<file path="config.mk">
export PLATFORM = sky130hd
export DESIGN_NAME = bringup_status_mailbox
export DESIGN_NICKNAME = d
export VERILOG_FILES = /design/src/rtl/bringup_status_mailbox.sv
export SDC_FILE = /design/constraint.sdc
export NUM_CORES = 1
export LEC_CHECK = 0
export CORE_MARGIN = 2
export CORE_UTILIZATION = 49
export CTS_CLUSTER_SIZE = 24
export DETAILED_ROUTE_END_ITERATION = 16
export PLACE_DENSITY = 0.79
export SYNTH_ARGS = -nofsm -noshare
export SYNTH_HDL_FRONTEND = slang
export SYNTH_SLANG_ARGS = --single-unit
export TNS_END_PERCENT = 1
</file>
<file path="constraint.sdc">
create_clock -name clk -period 4.3 [get_ports clk]
set_input_delay 0.86 -clock clk [delete_from_list [all_inputs] [get_ports clk]]
set_output_delay 0.86 -clock clk [all_outputs]
set_load 0.02 [all_outputs]
</file>
<file path="src/rtl/bringup_status_mailbox.sv">
// Bring-up status mailbox: firmware reports progress/PASS/FAIL over a single-cycle register bus.
// Optional watchdog that forces FAIL on stalled firmware is compiled in with BRINGUP_WDT_EN.
module bringup_status_mailbox #(
    parameter logic [31:0] PASS_CODE      = 32'hA5A5A5A5,
    parameter logic [31:0] FAIL_CODE      = 32'hDEADBEEF,
    parameter int unsigned TIMEOUT_CYCLES = 100000
) (
    input  logic        clk,
    input  logic        rst,
    input  logic        req,
    input  logic        we,
    input  logic [3:0]  addr,
    input  logic [31:0] wdata,
    output logic        ack,
    output logic [31:0] rdata,
    output logic [31:0] status,
    output logic        done,
    output logic        pass,
    output logic        fail
);

    typedef enum logic [1:0] {
        ST_RUN,
        ST_PASS,
        ST_FAIL
    } state_e;

    localparam logic [1:0] REG_STATUS    = 2'd0;
    localparam logic [1:0] REG_HEARTBEAT = 2'd1;
    localparam logic [1:0] REG_CAUSE     = 2'd2;
    localparam logic [1:0] REG_CYCLES    = 2'd3;

    localparam logic [1:0] CAUSE_NONE    = 2'd0;
    localparam logic [1:0] CAUSE_SW_PASS = 2'd1;
    localparam logic [1:0] CAUSE_SW_FAIL = 2'd2;
    localparam logic [1:0] CAUSE_WDT     = 2'd3;

    state_e      state_q, state_d;
    logic        ack_q, ack_d;
    logic [31:0] rdata_q, rdata_d;
    logic [31:0] status_q, status_d;
    logic [1:0]  cause_q, cause_d;
    logic [31:0] cycles_q, cycles_d;
    logic        done_q, done_d;
    logic        pass_q, pass_d;
    logic        fail_q, fail_d;

    logic        status_wr;
    logic        hb_wr;

    // Byte-lane bits of the address carry no meaning on this bus.
    logic unused_addr_bits;
    assign unused_addr_bits = ^addr[1:0];

`ifdef BRINGUP_WDT_EN
    localparam int unsigned     WDT_W   = $clog2(TIMEOUT_CYCLES);
    localparam logic [WDT_W-1:0] WDT_MAX = WDT_W'(TIMEOUT_CYCLES - 1);

    logic [WDT_W-1:0] wdt_q, wdt_d;
`else
    localparam int unsigned unused_timeout_cycles = TIMEOUT_CYCLES;
`endif

    always_comb begin
        // NOTE: every signal gets a default first so no path through this block infers a latch.
        status_wr = req && we && (addr[3:2] == REG_STATUS);
        hb_wr     = req && we && (addr[3:2] == REG_HEARTBEAT);

        state_d  = state_q;
        status_d = status_q;
        cause_d  = cause_q;
        cycles_d = cycles_q;
        ack_d    = req;
        rdata_d  = '0;

        // Read data captures register values as they stand in the request cycle.
        if (req && !we) begin
            unique case (addr[3:2])
                REG_STATUS:    rdata_d = status_q;
                REG_HEARTBEAT: rdata_d = '0;
                REG_CAUSE:     rdata_d = {30'd0, cause_q};
                REG_CYCLES:    rdata_d = cycles_q;
                default:       rdata_d = '0;
            endcase
        end

        if (state_q == ST_RUN) begin
            if (status_wr) begin
                status_d = wdata;
                if (wdata == PASS_CODE) begin
                    state_d = ST_PASS;
                    cause_d = CAUSE_SW_PASS;
                end else if (wdata == FAIL_CODE) begin
                    state_d = ST_FAIL;
                    cause_d = CAUSE_SW_FAIL;
                end
            end
`ifdef BRINGUP_WDT_EN
            // A write in the expiry cycle wins over the timeout.
            else if (!hb_wr && (wdt_q == WDT_MAX)) begin
                state_d  = ST_FAIL;
                status_d = FAIL_CODE;
                cause_d  = CAUSE_WDT;
            end
`endif
            // The cycle that commits a verdict is not counted, so CYCLES matches the watchdog count.
            if ((state_d == ST_RUN) && (cycles_q != 32'hFFFF_FFFF)) begin
                cycles_d = cycles_q + 32'd1;
            end
        end

        done_d = (state_d != ST_RUN);
        pass_d = (state_d == ST_PASS);
        fail_d = (state_d == ST_FAIL);
    end

`ifdef BRINGUP_WDT_EN
    always_comb begin
        wdt_d = wdt_q;
        if (state_q == ST_RUN) begin
            if (status_wr || hb_wr) begin
                wdt_d = '0;
            end else if (state_d == ST_RUN) begin
                wdt_d = wdt_q + WDT_W'(1);
            end
        end
    end

    always_ff @(posedge clk or posedge rst) begin
        if (rst) begin
            wdt_q <= '0;
        end else begin
            wdt_q <= wdt_d;
        end
    end
`else
    logic unused_hb_wr;
    assign unused_hb_wr = hb_wr;
`endif

    // NOTE: sequential state uses non-blocking assignments so all flops update from pre-edge values.
    always_ff @(posedge clk or posedge rst) begin
        if (rst) begin
            state_q  <= ST_RUN;
            ack_q    <= 1'b0;
            rdata_q  <= '0;
            status_q <= '0;
            cause_q  <= CAUSE_NONE;
            cycles_q <= '0;
            done_q   <= 1'b0;
            pass_q   <= 1'b0;
            fail_q   <= 1'b0;
        end else begin
            state_q  <= state_d;
            ack_q    <= ack_d;
            rdata_q  <= rdata_d;
            status_q <= status_d;
            cause_q  <= cause_d;
            cycles_q <= cycles_d;
            done_q   <= done_d;
            pass_q   <= pass_d;
            fail_q   <= fail_d;
        end
    end

    assign ack    = ack_q;
    assign rdata  = rdata_q;
    assign status = status_q;
    assign done   = done_q;
    assign pass   = pass_q;
    assign fail   = fail_q;

endmodule

</file>
[After elaboration in Yosys (flattened, before gate mapping)]
Index checks and enable logic that the tools add are counted.
Word-level totals
  word-level logic and storage cells: 40
  input bits: 40
  bits in registers: 104
Operators by class
  equal/unequal tests: 8
  reduce and logical (&&, ||, !) cells: 13
  multiplexer cells: 9
  add/sub/neg operators: 1
Operator list (count)
  32-bit case mux with 4 select lines: 1
  32-bit equality test, second input constant: 2
  32-bit by 1-bit adder with 32-bit output, second input constant: 1
  32-bit 2-to-1 mux: 1
  32-bit inequality test, second input constant: 1
  2-bit 2-to-1 mux: 7
  2-bit equality test, second input constant: 3
  2-bit logical NOT: 3
  2-bit by 1-bit equality test with 1-bit output, second input constant: 2
  1-bit logical AND: 4
  2-bit AND reduction: 2
  2-bit nonzero test: 2
  3-bit AND reduction: 1
  1-bit logical NOT: 1

[Longest topological paths before layout]
Gate-level depths: netlist (run 1).
  depth after elaboration: 8
  depth in mapped cells: 8

[Worst setup path after synthesis (run 1)]
No wires, ideal clock.
  kind: input-to-reg
  start: input port wdata[8]
  end: register cycles_q[3]
  arrival time: 2.201 ns
  setup slack: 1.974 ns
  stages: 7
  data required time: 4.175 ns
  library setup time: 0.125 ns
  path through: nor4b_1 > and4_1 > o2111a_2 > nand2b_1 > buf_6 > or3_1 > xnor2_1
Between the ends
  cells in the longest elaborated chain, start to end: 8
  elaborated cells on any way between the ends: 9
  those cells by class: eq/ne (2); mux (4); reduce/logical (3)
RTL lines
  start, declared: RTL line 13  | input logic [31:0] wdata,
  32-bit equality test: RTL line 93  | end else if (wdata == FAIL_CODE) begin
  2-bit 2-to-1 mux: RTL line 93
  2-bit 2-to-1 mux (*): RTL line 90  | if (wdata == PASS_CODE) begin
  2-bit 2-to-1 mux (*): RTL line 88  | if (status_wr) begin
  2-bit 2-to-1 mux (*): RTL line 87  | if (state_q == ST_RUN) begin
  2-bit logical NOT (*): RTL line 107  | if ((state_d == ST_RUN) && (cycles_q != 32'hFFFF_FFFF)) begin
  1-bit logical AND (*): RTL line 107
  2-bit AND reduction (no line) (*)
  end signal, assigned: RTL line 159  | cycles_q <= cycles_d;
  end, declared: RTL line 43  | logic [31:0] cycles_q, cycles_d;
Mark *: on every way between the ends. The rest lies on a longest branch, timed or not. The select of a mux whose other input is x is not followed.
A chain may end at the register's enable or synchronous reset.

[Worst setup path in the final report (run 1)]
  start: input port wdata[25]
  end: register cycles_q[8]
Same word-level chain as after synthesis.

==> impl_metrics.csv, run 1 <==
group,metric,value,unit
run_status,status,"completed",
pwr,ir_worst_vdd,242,uV
floorplanning,core.rowCount,34,
synth,yosysWarnings,0,
setup_path,reg2reg_depth,7,
finish,layout.nets,520,
worst_hold_path,holdCritPathClass,"reg2reg",
detailed_routing,wl_per_cell,19.2,um
floorplanning,die_area,0.00987,mm2
floorplanning,coreArea,0.00876,mm2
setup_path,worstPathRequired,4.54,ns
timing,maxSlewHeadroom,30.1,%
synth,ys_top_cells_by_area,"dfrtp_1, mux2_2, a22oi_1",
clocking,post_cts_resized,0,
timing,fmax,0.343,GHz
finish,layout-drive-gt1-share,13.8,%
global_route,grt_pass1_wl,18200,um
worst_hold_path,hold_start,"cause_q[1]$_DFFE_PP0P_",
synth,synthTopCellsByCount,"dfrtp_1, nor2_1, mux2_2, a22oi_1, xnor2_1",
finish,regArea,0.00260,mm2
finish,stdcell_area,0.00583,mm2
finish,multi_input_area,0.00175,mm2
pwr,p_per_area,377,mW/mm2
global_route,grt_pass1_vias,3349,
pwr,p_total,2.20,mW
detailed_routing,vias,3473,
floorplanning,initial_utilization,50.8,%
placement,numPortBuffers,105,
finish,area_delta_synth_final,30.9,%
setup_path,r2r_start,"cycles_q[21]$_DFFE_PP0P_",
synth,ys_ff_latch,104,
global_route,use_met3,3.65,%
worst_hold_path,holdPathStages,2,
timing,setup_viol,0,
global_route,grt_max_degree,89,
global_route,use_met1,34.1,%
timing,hold_viol,0,
synth,avgSynthCellArea,11.9,um2
finish,fill_cells,673,
timing,slew_violations,0,
clocking,cts_tree,"yes",
detailed_routing,finalWirelength,11400,um
finish,antenna_cells,0,
setup_path,cp.arrival,3.16,ns
placement,place_area,0.00562,mm2
synth,syn_nets,414,
detailed_routing,drtIter0Drc,175,
timing,fin_hold_ws,0.508,ns
timing,skew,0.0120,ns
synth,synth_flop_cell,"dfrtp_1",
global_route,antenna_found_initial,0,
global_route,top_usage_layer,"met2",
synth,yosys.cell_count.top_type,"dfrtp_1",
clocking,cts_buffers,9,
detailed_routing,dr.pass1.iters,4,
setup_path,cp_max_fo,10,
detailed_routing,ant_nets,0,
clocking,clock_latency,0.37,ns
global_route,track_usage,23.8,%
clocking,path_clk_slew,0.10,ns
synth,yosysSeqAreaShare,58.4,%
clocking,htree_levels,3,
setup_path,critPathKind,"in2reg",
timing,rsz0062_at_grt,"false",
synth,ys_types,36,
pwr,p_leak,2.45,nW
synth,synth_top_area_cell,"dfrtp_1",
synth,async_flop_share,100,%
clocking,cts_buffer_depth,2,
clocking,cts-root-buf,"clkbuf_8",
setup_path,r2r_slack,2.04,ns
setup_path,r2r_end,"cycles_q[17]$_DFFE_PP0P_",
finish,finish.utilization,66.5,%
clocking,clkSinkCount,104,
synth,synth_edf_count,0,
synth,synth_top_area_share,58.4,%
timing,fin_tns_setup,0,ns
detailed_routing,avgViaCountPerCell,5.87,
global_route,grt-ovfl-total,0,
timing,finalCritPeriodShare,67.7,%
setup_path,end_kind,"flop",
synth,synth_area,0.00445,mm2
timing,tightest_slew,1.05,ns
floorplanning,die_w,99.3,um
floorplanning,fp.dieH,99.3,um
detailed_routing,post-route-drc-count,0,
global_route,use_met2,37.1,%
setup_path,startpoint_type,"input pin",
floorplanning,pin_count,108,
synth,synthCells,373,
worst_hold_path,min_to,"cause_q[1]$_DFFE_PP0P_",
clocking,ctsHoldBuffers,0,
clocking,postCtsSetupBuffers,0,
timing,period_minus_slack,2.91,ns
placement,dp_hpwl,7990,um
flow_run,cap_violations,0,
placement,place_congestion,0.911,
[worst max-delay path: stages]
cell	delay (ns)
clkdlybuf4s50_1	0.45
nor4b_1	0.62
and4_1	0.31
o2111a_2	0.23
nand2b_1	0.36
nor3_1	0.15
xor2_1	0.18
[routing by layer]
metal	vias up	share of wire, %
met5	-	0
met4	0	2.3
met3	20	6.2
met2	145	48
met1	1753	43
li1	1555	-
[report_power, final]
part	leakage (nW)	internal, mW	switching, mW	total (mW)
clock	0.105	0.294	0.356	0.651
sequential	1.36	1.05	0.0576	1.11
combinational	0.986	0.226	0.213	0.439
[state kept, by name, indices dropped and copies added (netlist names)]
register and flops:
fail 1, done 1, state_q 2, ack 1, rdata 32, pass 1, status 32, cycles_q 32
cause_q 2
[worst max path at each step]
stage	start	end	slack, ns	depth (start not counted)
2_1_floorplan	rst	ack$_DFF_PP0_	0.71	1
3_3_place_gp	wdata[25]	cycles_q[28]$_DFFE_PP0P_	1.06	7
3_5_place_dp	wdata[25]	cycles_q[28]$_DFFE_PP0P_	0.99	7
4_1_cts	wdata[25]	cycles_q[8]$_DFFE_PP0P_	1.36	7
5_1_grt	wdata[25]	cycles_q[8]$_DFFE_PP0P_	1.27	7
6_report	wdata[25]	cycles_q[8]$_DFFE_PP0P_	1.39	7
[cell families after synthesis]
family          Yosys count  synth area share [%]
buf+inv                  20                  2.25
compound gates           36                  6.12
mux                      35                  8.85
simple gates            146                  18.0
fa+ha+maj                 1                 0.281
xor+xnor                 31                  6.10
flops                   104                  58.4
[cells in the final DEF, fill, tap and decap left out, types with 2 or more instances in the layout]
| master | Yosys | final |
|---|---|---|
| nor4_1 | 8 | 8 |
| nor4b_1 | 4 | 4 |
| mux2_2 | 35 | 35 |
| clkdlybuf4s50_1 | 0 | 105 |
| buf_4 | 0 | 5 |
| xor2_1 | 8 | 8 |
| o21ai_0 | 2 | 2 |
| inv_1 | 4 | 3 |
| and2_1 | 2 | 2 |
| a22oi_1 | 32 | 32 |
| clkbuf_8 | 0 | 10 |
| nand2b_1 | 2 | 2 |
| nor2_1 | 49 | 48 |
| nand4_1 | 16 | 16 |
| nand3_1 | 14 | 14 |
| dfrtp_1 | 104 | 104 |
| inv_6 | 0 | 2 |
| nand2_1 | 20 | 20 |
| nand4_2 | 2 | 2 |
| and4_1 | 2 | 2 |
| nor2b_1 | 2 | 2 |
| nor3_1 | 6 | 6 |
| and3_1 | 5 | 5 |
| nand4b_1 | 6 | 6 |
| xnor2_1 | 23 | 23 |
[per-stage QoR]
stage / worst slack, ns / cells
after detailed placement: 0.991 / 576
after global routing: 1.27 / 592
after CTS: 1.36 / 592
after global placement: 1.06 / 576
after floorplan: 0.708 / 373
final: 1.39 / 592
[area by class of cell]
| cell class | count | share of cell area [%] |
|---|---|---|
| flip-flops and latches | 104 | 44.6 |
| multi-input cells | 249 | 30.1 |
| repair buffers | 111 | 19.0 |
| clock buffers | 10 | 2.36 |
| well taps | 108 | 2.32 |
| clock inverters | 6 | 1.29 |
| inverters | 4 | 0.300 |
No activity file was read; power rests on OpenSTA's default activity.
==> run 2: changes to the inputs <==
==> constraint.sdc (replaced) <==
create_clock -name clk -period 2.97 [get_ports clk]
set_input_delay 0.594 -clock clk [delete_from_list [all_inputs] [get_ports clk]]
set_output_delay 0.594 -clock clk [all_outputs]
set_load 0.02 [all_outputs]
==> run 2 against run 1 <==
Compared with the run above:
- die area unchanged
- via count increased by 0.29%
- global-route usage decreased by 0.62 points
- cell area increased by 0.75%
- clock-buffer cell count unchanged
- final cell count increased by 1.0%
- routed wire length decreased by 0.35%
- first-iteration DRC count increased by 21%
- critical path depth unchanged
- combinational power increased by 46%
- non-clock buffer count increased by 6
- sequential share of layout area decreased by 0.33 points
- critical path type unchanged
==> impl_metrics.csv, run 2 (synthesis results as in run 1) <==
group,metric,value,unit
pwr,p_leak,2.46,nW
clocking,clkSinkCount,104,
clocking,cts_buffers,9,
finish,mostFrequentLayoutCells,"clkdlybuf4s50_1, dfrtp_1, nor2_1, mux2_2, a22oi_1",
floorplanning,die_w,99.3,um
finish,layout_commonest_cell,"clkdlybuf4s50_1",
floorplanning,coreArea,0.00876,mm2
global_route,grt_pass1_wl,17700,um
global_route,track_usage,23.2,%
timing,tightest_slew,0.991,ns
clocking,cts_tree,"yes",
placement,place_congestion,0.835,
finish,fill_cells,655,
clocking,cts-root-buf,"clkbuf_8",
pwr,p_total,3.04,mW
placement,numPortBuffers,105,
detailed_routing,post-route-drc-count,0,
detailed_routing,finalWirelength,11300,um
timing,rsz0062_at_grt,"false",
finish,layout.nets,526,
clocking,htree_levels,3,
floorplanning,die_area,0.00987,mm2
setup_path,r2r_start,"cycles_q[0]$_DFFE_PP0P_",
floorplanning,core.rowCount,34,
global_route,grt-ovfl-total,0,
setup_path,cp_max_fo,23,
flow_run,cap_violations,0,
detailed_routing,wl_per_cell,18.9,um
finish,antenna_cells,0,
pwr,ir_worst_vdd,286,uV
timing,slew_violations,0,
run_status,status,"completed",
clocking,postCtsSetupBuffers,0,
detailed_routing,drtIter0Drc,211,
pwr,p_per_area,518,mW/mm2
finish,area_delta_synth_final,31.9,%
timing,skew,0.0106,ns
worst_hold_path,holdPathStages,2,
global_route,antenna_found_initial,0,
clocking,cts_buffer_depth,2,
setup_path,critPathKind,"in2reg",
timing,finalCritPeriodShare,91.9,%
floorplanning,pin_count,108,
timing,setup_viol,0,
floorplanning,fp.dieH,99.3,um
timing,fmax,0.366,GHz
detailed_routing,vias,3483,
timing,period_minus_slack,2.73,ns
clocking,path_clk_slew,0.09,ns
timing,maxSlewHeadroom,33.9,%
finish,layout-drive-gt1-share,14.7,%
worst_hold_path,hold_start,"cause_q[1]$_DFFE_PP0P_",
worst_hold_path,min_to,"cause_q[1]$_DFFE_PP0P_",
detailed_routing,ant_nets,0,
global_route,grt_max_degree,39,
clocking,ctsHoldBuffers,0,
finish,multi_input_area,0.00175,mm2
setup_path,reg2reg_depth,7,
setup_path,r2r_end,"cycles_q[17]$_DFFE_PP0P_",
setup_path,end_kind,"flop",
setup_path,startpoint_type,"input pin",
setup_path,worstPathRequired,3.26,ns
timing,hold_viol,0,
clocking,post_cts_resized,0,
clocking,clock_latency,0.37,ns
worst_hold_path,holdCritPathClass,"reg2reg",
placement,dp_hpwl,8250,um
detailed_routing,dr.pass1.iters,5,
floorplanning,initial_utilization,50.8,%
setup_path,cp.arrival,3.02,ns
finish,regArea,0.00260,mm2
detailed_routing,avgViaCountPerCell,5.82,
timing,fin_hold_ws,0.513,ns
setup_path,r2r_slack,0.44,ns
global_route,grt_pass1_vias,3396,
-- run 2: area by class of cell --
cell class	count	share of cell area, %
multi-input cells	249	29.9
flip-flops and latches	104	44.3
well taps	108	2.30
repair buffers	117	20.3
clock buffers	10	2.17
inverters	4	0.319
clock inverters	6	0.767
-- run 2: how the worst max path moves through the flow --
stage / endpoint / startpoint / cells past startpoint / slack [ns]
4_1_cts: cycles_q[17]$_DFFE_PP0P_ / wdata[24] / 7 / 0.28
3_5_place_dp: cycles_q[17]$_DFFE_PP0P_ / wdata[24] / 7 / -0.09
6_report: cycles_q[17]$_DFFE_PP0P_ / wdata[28] / 7 / 0.24
3_3_place_gp: cycles_q[17]$_DFFE_PP0P_ / wdata[24] / 7 / -0.04
5_1_grt: cycles_q[19]$_DFFE_PP0P_ / wdata[24] / 7 / 0.08
2_1_floorplan: cycles_q[3]$_DFFE_PP0P_ / wdata[8] / 7 / 0.91
-- run 2: metrics by stage --
step	utilization, %	TNS [ns]	area (um2)	instances	setup slack [ns]
finish	67.0	0	5870	598	0.240
global route	67.0	0	5870	598	0.0818
CTS	67.0	0	5870	598	0.276
detailed placement	65.1	-0.747	5700	582	-0.0916
global placement	65.1	-0.176	5700	582	-0.0398
floorplan	-	0	4460	373	0.910
-- run 2: per-layer routing --
metal  part of all wire [%]  wire length (um)  track usage [%]
met5                      0                 0                0
met4                    2.5               285             8.75
met3                    6.4               728             3.51
met2                     49              5490             36.2
met1                     43              4820             33.3
-- run 2: report_power, final --
group | internal (mW) | switching, mW
registers | 1.52 | 0.0821
logic | 0.335 | 0.308
clock network | 0.308 | 0.484
total | 2.17 | 0.874
-- run 2: critical path, stage by stage --
cell	delay [ns]
clkdlybuf4s50_1	0.53
nor4b_1	0.12
and4_1	0.19
o2111a_2	0.28
nor3b_4	0.83
and4_1	0.34
xor2_1	0.14
==> run 3: changes to the inputs <==
--- a/config.mk
+++ b/config.mk
@@ -5,7 +5,7 @@
 export SDC_FILE = /design/constraint.sdc
 export NUM_CORES = 1
 export LEC_CHECK = 0
-export CORE_MARGIN = 2
+export CORE_MARGIN = 3
 export CORE_UTILIZATION = 49
 export CTS_CLUSTER_SIZE = 24
 export DETAILED_ROUTE_END_ITERATION = 16
==> run 3 against run 2 <==
Compared with the run above:
- global-route usage fell by 0.82 points
- total power increased by 6.6%
- critical endpoint is now cycles_q[27]$_DFFE_PP0P_
- register-to-register slack worse by 0.02 ns
- sequential power hardly changed
- largest cell class unchanged
- critical path depth unchanged
- maximum frequency about the same
- final cell count decreased by 0.17%
- critical path type unchanged
- first-iteration DRC count up 14%
- routed wire length increased by 1.5%
- sequential share of layout area fell by 0.075 points
==> impl_metrics.csv, run 3 (synthesis results as in run 1) <==
group,metric,value,unit
run_status,status,"completed",
detailed_routing,drtIter0Drc,241,
finish,antenna_cells,0,
global_route,grt_max_degree,58,
detailed_routing,finalWirelength,11500,um
setup_path,startpoint_type,"input pin",
detailed_routing,wl_per_cell,19.2,um
pwr,p_leak,2.48,nW
timing,skew,0.0103,ns
finish,fin_cells,597,
floorplanning,fp.dieH,101,um
timing,setup_viol,0,
setup_path,path_depth,7,
setup_path,r2r_slack,0.42,ns
placement,place_congestion,0.870,
pwr,p_total,3.24,mW
setup_path,cp.arrival,2.98,ns
finish,mostFrequentLayoutCells,"clkdlybuf4s50_1, dfrtp_1, nor2_1, mux2_2, a22oi_1",
timing,fmax,0.367,GHz
clocking,cts-root-buf,"clkbuf_8",
global_route,track_usage,22.4,%
placement,dp.cells,581,
clocking,clkSinkCount,104,
pwr,ir_worst_vdd,305,uV
clocking,htree_levels,3,
clocking,cts_buffers,9,
setup_path,path_cells,"clkdlybuf4s50_1 > nor4b_1 > and4_1 > o2111a_2 > nor3b_4 > nand4_1 > xnor2_1",
detailed_routing,post-route-drc-count,0,
finish,layout.nets,525,
setup_path,r2r_start,"cycles_q[0]$_DFFE_PP0P_",
timing,fin_tns_setup,0,ns
global_route,grt_pass1_vias,3326,
clocking,post_cts_resized,0,
setup_path,cp_max_fo,23,
detailed_routing,avgViaCountPerCell,5.86,
setup_path,end_kind,"flop",
global_route,antenna_found_initial,0,
pwr,p_per_area,551,mW/mm2
detailed_routing,vias,3498,
setup_path,endpoint,"cycles_q[27]$_DFFE_PP0P_",
clocking,postCtsSetupBuffers,0,
floorplanning,core.rowCount,34,
floorplanning,die_area,0.0103,mm2
global_route,grt_pass1_wl,17700,um
timing,period_minus_slack,2.73,ns
worst_hold_path,holdCritPathClass,"reg2reg",
clocking,cts_tree,"yes",
setup_path,worstPathRequired,3.22,ns
timing,finalCritPeriodShare,91.9,%
floorplanning,coreArea,0.00876,mm2
setup_path,timing.critical_path.from,"wdata[11]",
timing,hold_viol,0,
timing,tightest_slew,0.978,ns
setup_path,path_buf_inv,1,
timing,maxSlewHeadroom,34.7,%
setup_path,worst_path_max_delay_cell,"nor3b_4",
floorplanning,initial_utilization,50.8,%
floorplanning,die_w,101,um
setup_path,reg2reg_depth,7,
timing,slew_violations,0,
detailed_routing,ant_nets,0,
clocking,cts_buffer_depth,2,
placement,dp_hpwl,8130,um
setup_path,cp_slowest_stage_delay,0.82,ns
clocking,clock_latency,0.36,ns
global_route,grt-ovfl-total,0,
timing,rsz0062_at_grt,"false",
floorplanning,pin_count,108,
finish,area_delta_synth_final,32.1,%
flow_run,cap_violations,0,
finish,layout-drive-gt1-share,14.7,%
placement,numPortBuffers,105,
setup_path,critPathTopFamily,"simple AND/OR/NAND/NOR gates",
detailed_routing,dr.pass1.iters,5,
finish,layout_commonest_cell,"clkdlybuf4s50_1",
setup_path,critPathKind,"in2reg",
setup_path,r2r_end,"cycles_q[27]$_DFFE_PP0P_",
clocking,ctsHoldBuffers,0,
clocking,path_clk_slew,0.10,ns
[run 3: cell types whose count changed in the layout (fill, tap and decap cells not counted), sizes merged]
cell      change
bufinv        +2
clkinvlp      -2
buf           -1
[run 3: worst register-to-register path, stage by stage (launching register included)]
cell	delay, ns
dfrtp_1	0.47
ha_1	0.27
nand4_1	0.13
nor2_1	0.13
and3_4	0.20
nor3b_4	0.80
nand4_1	0.26
xnor2_1	0.20
[run 3: worst min-delay path by stage]
stage / startpoint / endpoint / slack (ns) / depth (start not counted)
2_1_floorplan: cause_q[1]$_DFFE_PP0P_ / cause_q[1]$_DFFE_PP0P_ / 0.46 / 2
3_3_place_gp: cause_q[1]$_DFFE_PP0P_ / cause_q[1]$_DFFE_PP0P_ / 0.49 / 2
3_5_place_dp: cause_q[1]$_DFFE_PP0P_ / cause_q[1]$_DFFE_PP0P_ / 0.49 / 2
4_1_cts: cycles_q[31]$_DFFE_PP0P_ / cycles_q[31]$_DFFE_PP0P_ / 0.53 / 1
5_1_grt: status[7]$_DFFE_PP0P_ / status[7]$_DFFE_PP0P_ / 0.56 / 1
6_report: cycles_q[31]$_DFFE_PP0P_ / cycles_q[31]$_DFFE_PP0P_ / 0.53 / 1
[run 3: final cells by class]
type,instances,area [um2]
Clock buffer,10,138
Clock inverter,6,90.1
Fill cell,633,2880
Inverter,4,18.8
Multi-Input combinational cell,249,1750
Sequential cell,104,2600
Tap cell,108,135
Timing Repair Buffer,116,1150
[run 3: through the flow]
step / utilization, % / area (um2) / hold WS (ns) / setup WS [ns]
floorplan: - / 4460 / 0.462 / 0.910
global placement: 64.5 / 5660 / 0.490 / -0.0385
detailed placement: 64.5 / 5660 / 0.488 / -0.0728
CTS: 67.1 / 5880 / 0.528 / 0.282
global route: 67.1 / 5880 / 0.559 / 0.0959
finish: 67.1 / 5880 / 0.527 / 0.242
[run 3: power by group]
part | switching (mW) | internal [mW] | leakage, nW
Clock | 0.491 | 0.501 | 0.113
Sequential | 0.0828 | 1.52 | 1.36
Combinational | 0.312 | 0.331 | 1.01
[run 3: metal layers]
layer	share of wire, %	GRT usage, %	wire length (um)	up-vias
li1	-	-	-	1571
met1	44	32.7	5020	1754
met2	48	34.6	5490	147
met3	6.0	3.03	694	26
met4	2.4	7.98	277	0
met5	0	0	0	-
==> edit: new RTL, config.mk and constraints of run 2 <==
Build with the macro `BRINGUP_WDT_EN` defined.
--- a/src/rtl/bringup_status_mailbox.sv
+++ b/src/rtl/bringup_status_mailbox.sv
@@ -1,4 +1,6 @@
 // Bring-up status mailbox: firmware reports progress/PASS/FAIL over a single-cycle register bus.
 // Optional watchdog that forces FAIL on stalled firmware is compiled in with BRINGUP_WDT_EN.
+`define BRINGUP_WDT_EN
+
 module bringup_status_mailbox #(
     parameter logic [31:0] PASS_CODE      = 32'hA5A5A5A5,
Function: same outputs for any inputs over 10 cycles, from zero or initial values and one cycle with rst high; that may be too few to reach the edited logic, so the function may still have changed.
==> edit against run 2 <==
Cell count is 29% higher; non-clock buffer count rose by 7; worst setup slack better by 0.38 ns; final area grew 26%; wire length grew 30%; sequential cell count rose by 17; hold slack worse by 0.029 ns; fmax rose by 16%; synthesized area increased by 23%.
Power is not compared: it rests on default switching activity, and its combinational part moved more than twofold at a synthesized area within 25%.
==> edit: results (changes against run 2) <==
.. list-table::
   :header-rows: 1

   * - Metric
     - Value
   * - Complex-gate fraction of the synthesized area
     - 0.1524 (+0.09116)
   * - Number of DRC violations after detailed-routing iteration 0
     - 300 (+42%)
   * - Run status
     - finished, final reports clean
   * - Actual transition at the worst max-transition pin
     - 0.6937 ns (-0.2972 ns)
   * - Last weighted congestion value of the routability-driven placer
     - 0.8997 (+7.7%)
   * - Total GRT Usage
     - 0.2635 (+0.03131)
   * - Net count after synthesis
     - 539 (+30%)
   * - Final Instance Count excl. Fillers
     - 771 (+29%)
   * - Worst hold path startpoint
     - state_q[1]
   * - Worst-case clock skew
     - 0.008244 ns (-0.002315 ns)
   * - Cells after Synth
     - 497 (+33%)
   * - Biggest cell delay along the critical path
     - 0.54 ns (-0.29 ns)
   * - Multiplexer fraction of the synthesized cell area
     - 0.006150 (-0.08233)
   * - Met1 track demand over resource in global routing
     - 0.3427 (+0.009492)
   * - Placed Cells incl. Taps
     - 739 (+27%)
   * - Dpl hpwl
     - 10.27 mm (+25%)
   * - Routed vias/inst
     - 5.999 (+3.0%)
   * - GR Util met2
     - 0.4128 (+0.05105)
   * - Met3 track utilization from global routing
     - 0.08477 (+0.04963)
   * - Final layout net count
     - 660 (+25%)
   * - List of most frequent post-synthesis cells
     - 121 x sky130_fd_sc_hd__dfrtp_1, 59 x sky130_fd_sc_hd__nor2_1, 35 x sky130_fd_sc_hd__nand2_1
   * - Worst EP arrival
     - 2.79 ns (-0.23 ns)
   * - H-tree levels
     - 4 (+1)
   * - Post-CTS clock slew at the launch and capture registers of the worst setup and hold paths
     - 0.06 ns (-0.03 ns)
   * - Unique masters post-synth
     - 54 (+50%)
   * - Sum of routed wire length over all layers
     - 14.68 mm (+30%)
   * - Via count of the first global-routing pass
     - 4670 (+38%)
   * - Skew-Pair Late Insertion Delay
     - 0.52 ns (+0.15 ns)
   * - Global-route wire length before repair
     - 23.90 mm (+35%)
   * - Synth Area in Adders
     - 0.004556 (+0.001747)
## edit: cell count changes after synthesis, moves of 10 or more
cell	change
sky130_fd_sc_hd__mux2_2	-32
sky130_fd_sc_hd__nor2_1	+10
sky130_fd_sc_hd__xor2_1	+19
sky130_fd_sc_hd__nand3_1	+11
sky130_fd_sc_hd__dfrtp_1	+17
sky130_fd_sc_hd__xnor2_1	-17
sky130_fd_sc_hd__o22a_2	+19
sky130_fd_sc_hd__o21ai_0	+16
sky130_fd_sc_hd__nand2_1	+15
## edit: final cells by class
| cell class | instances | area share |
|---|---|---|
| Sequential cell | 121 | 0.4084 |
| Clock buffer | 18 | 0.05636 |
| Tap cell | 140 | 0.02362 |
| Inverter | 8 | 0.004556 |
| Multi-Input combinational cell | 346 | 0.3110 |
| Clock inverter | 14 | 0.02497 |
| Timing Repair Buffer | 124 | 0.1711 |
## edit: worst paths after layout
kind / depth (start not counted) / endpoint
min: 1 / pass
max: 8 / wdt_q[15]
max in group asynchronous: 3 / cause_q[0]
min in group asynchronous: 2 / rdata[18]
min reg2reg: 1 / pass
max reg2reg: 9 / cycles_q[27]
## edit: through the flow
stage	area (sq um)	setup WS (ns)	hold slack, ns
final	7415	0.6171	0.4841
after global routing	7415	0.5357	0.4999
after CTS	7415	0.6498	0.4816
after detailed placement	6812	0.1246	0.4659
after global placement	6812	0.1730	0.4635
after floorplan	5497	0.8893	0.4380
## edit: logic make-up (layout without fill, tap and decap cells)
kind of cell             Yosys count  after routing
AO/OA/AOI/OAI                    106            106
XOR/XNOR                          33             33
adder cells (fa/ha/maj)            2              2
buffers and inverters             30            164
flip-flops                       121            121
multiplexers                       3              3
AND/OR/NAND/NOR                  202            202
## edit: power by group through the flow
stage	registers, mW	logic [mW]	clock network (mW)
floorplan	1.75	0.0994	0
global placement	1.73	0.272	0
detailed placement	1.73	0.277	0
CTS	1.70	0.278	2.12
global route	1.70	0.299	2.20
finish	1.70	0.276	2.09
## edit: per-layer routing
layer,up-vias,share of wire
met5,-,0
met4,0,0.023
met3,35,0.085
met2,236,0.48
met1,2266,0.41
li1,2088,-
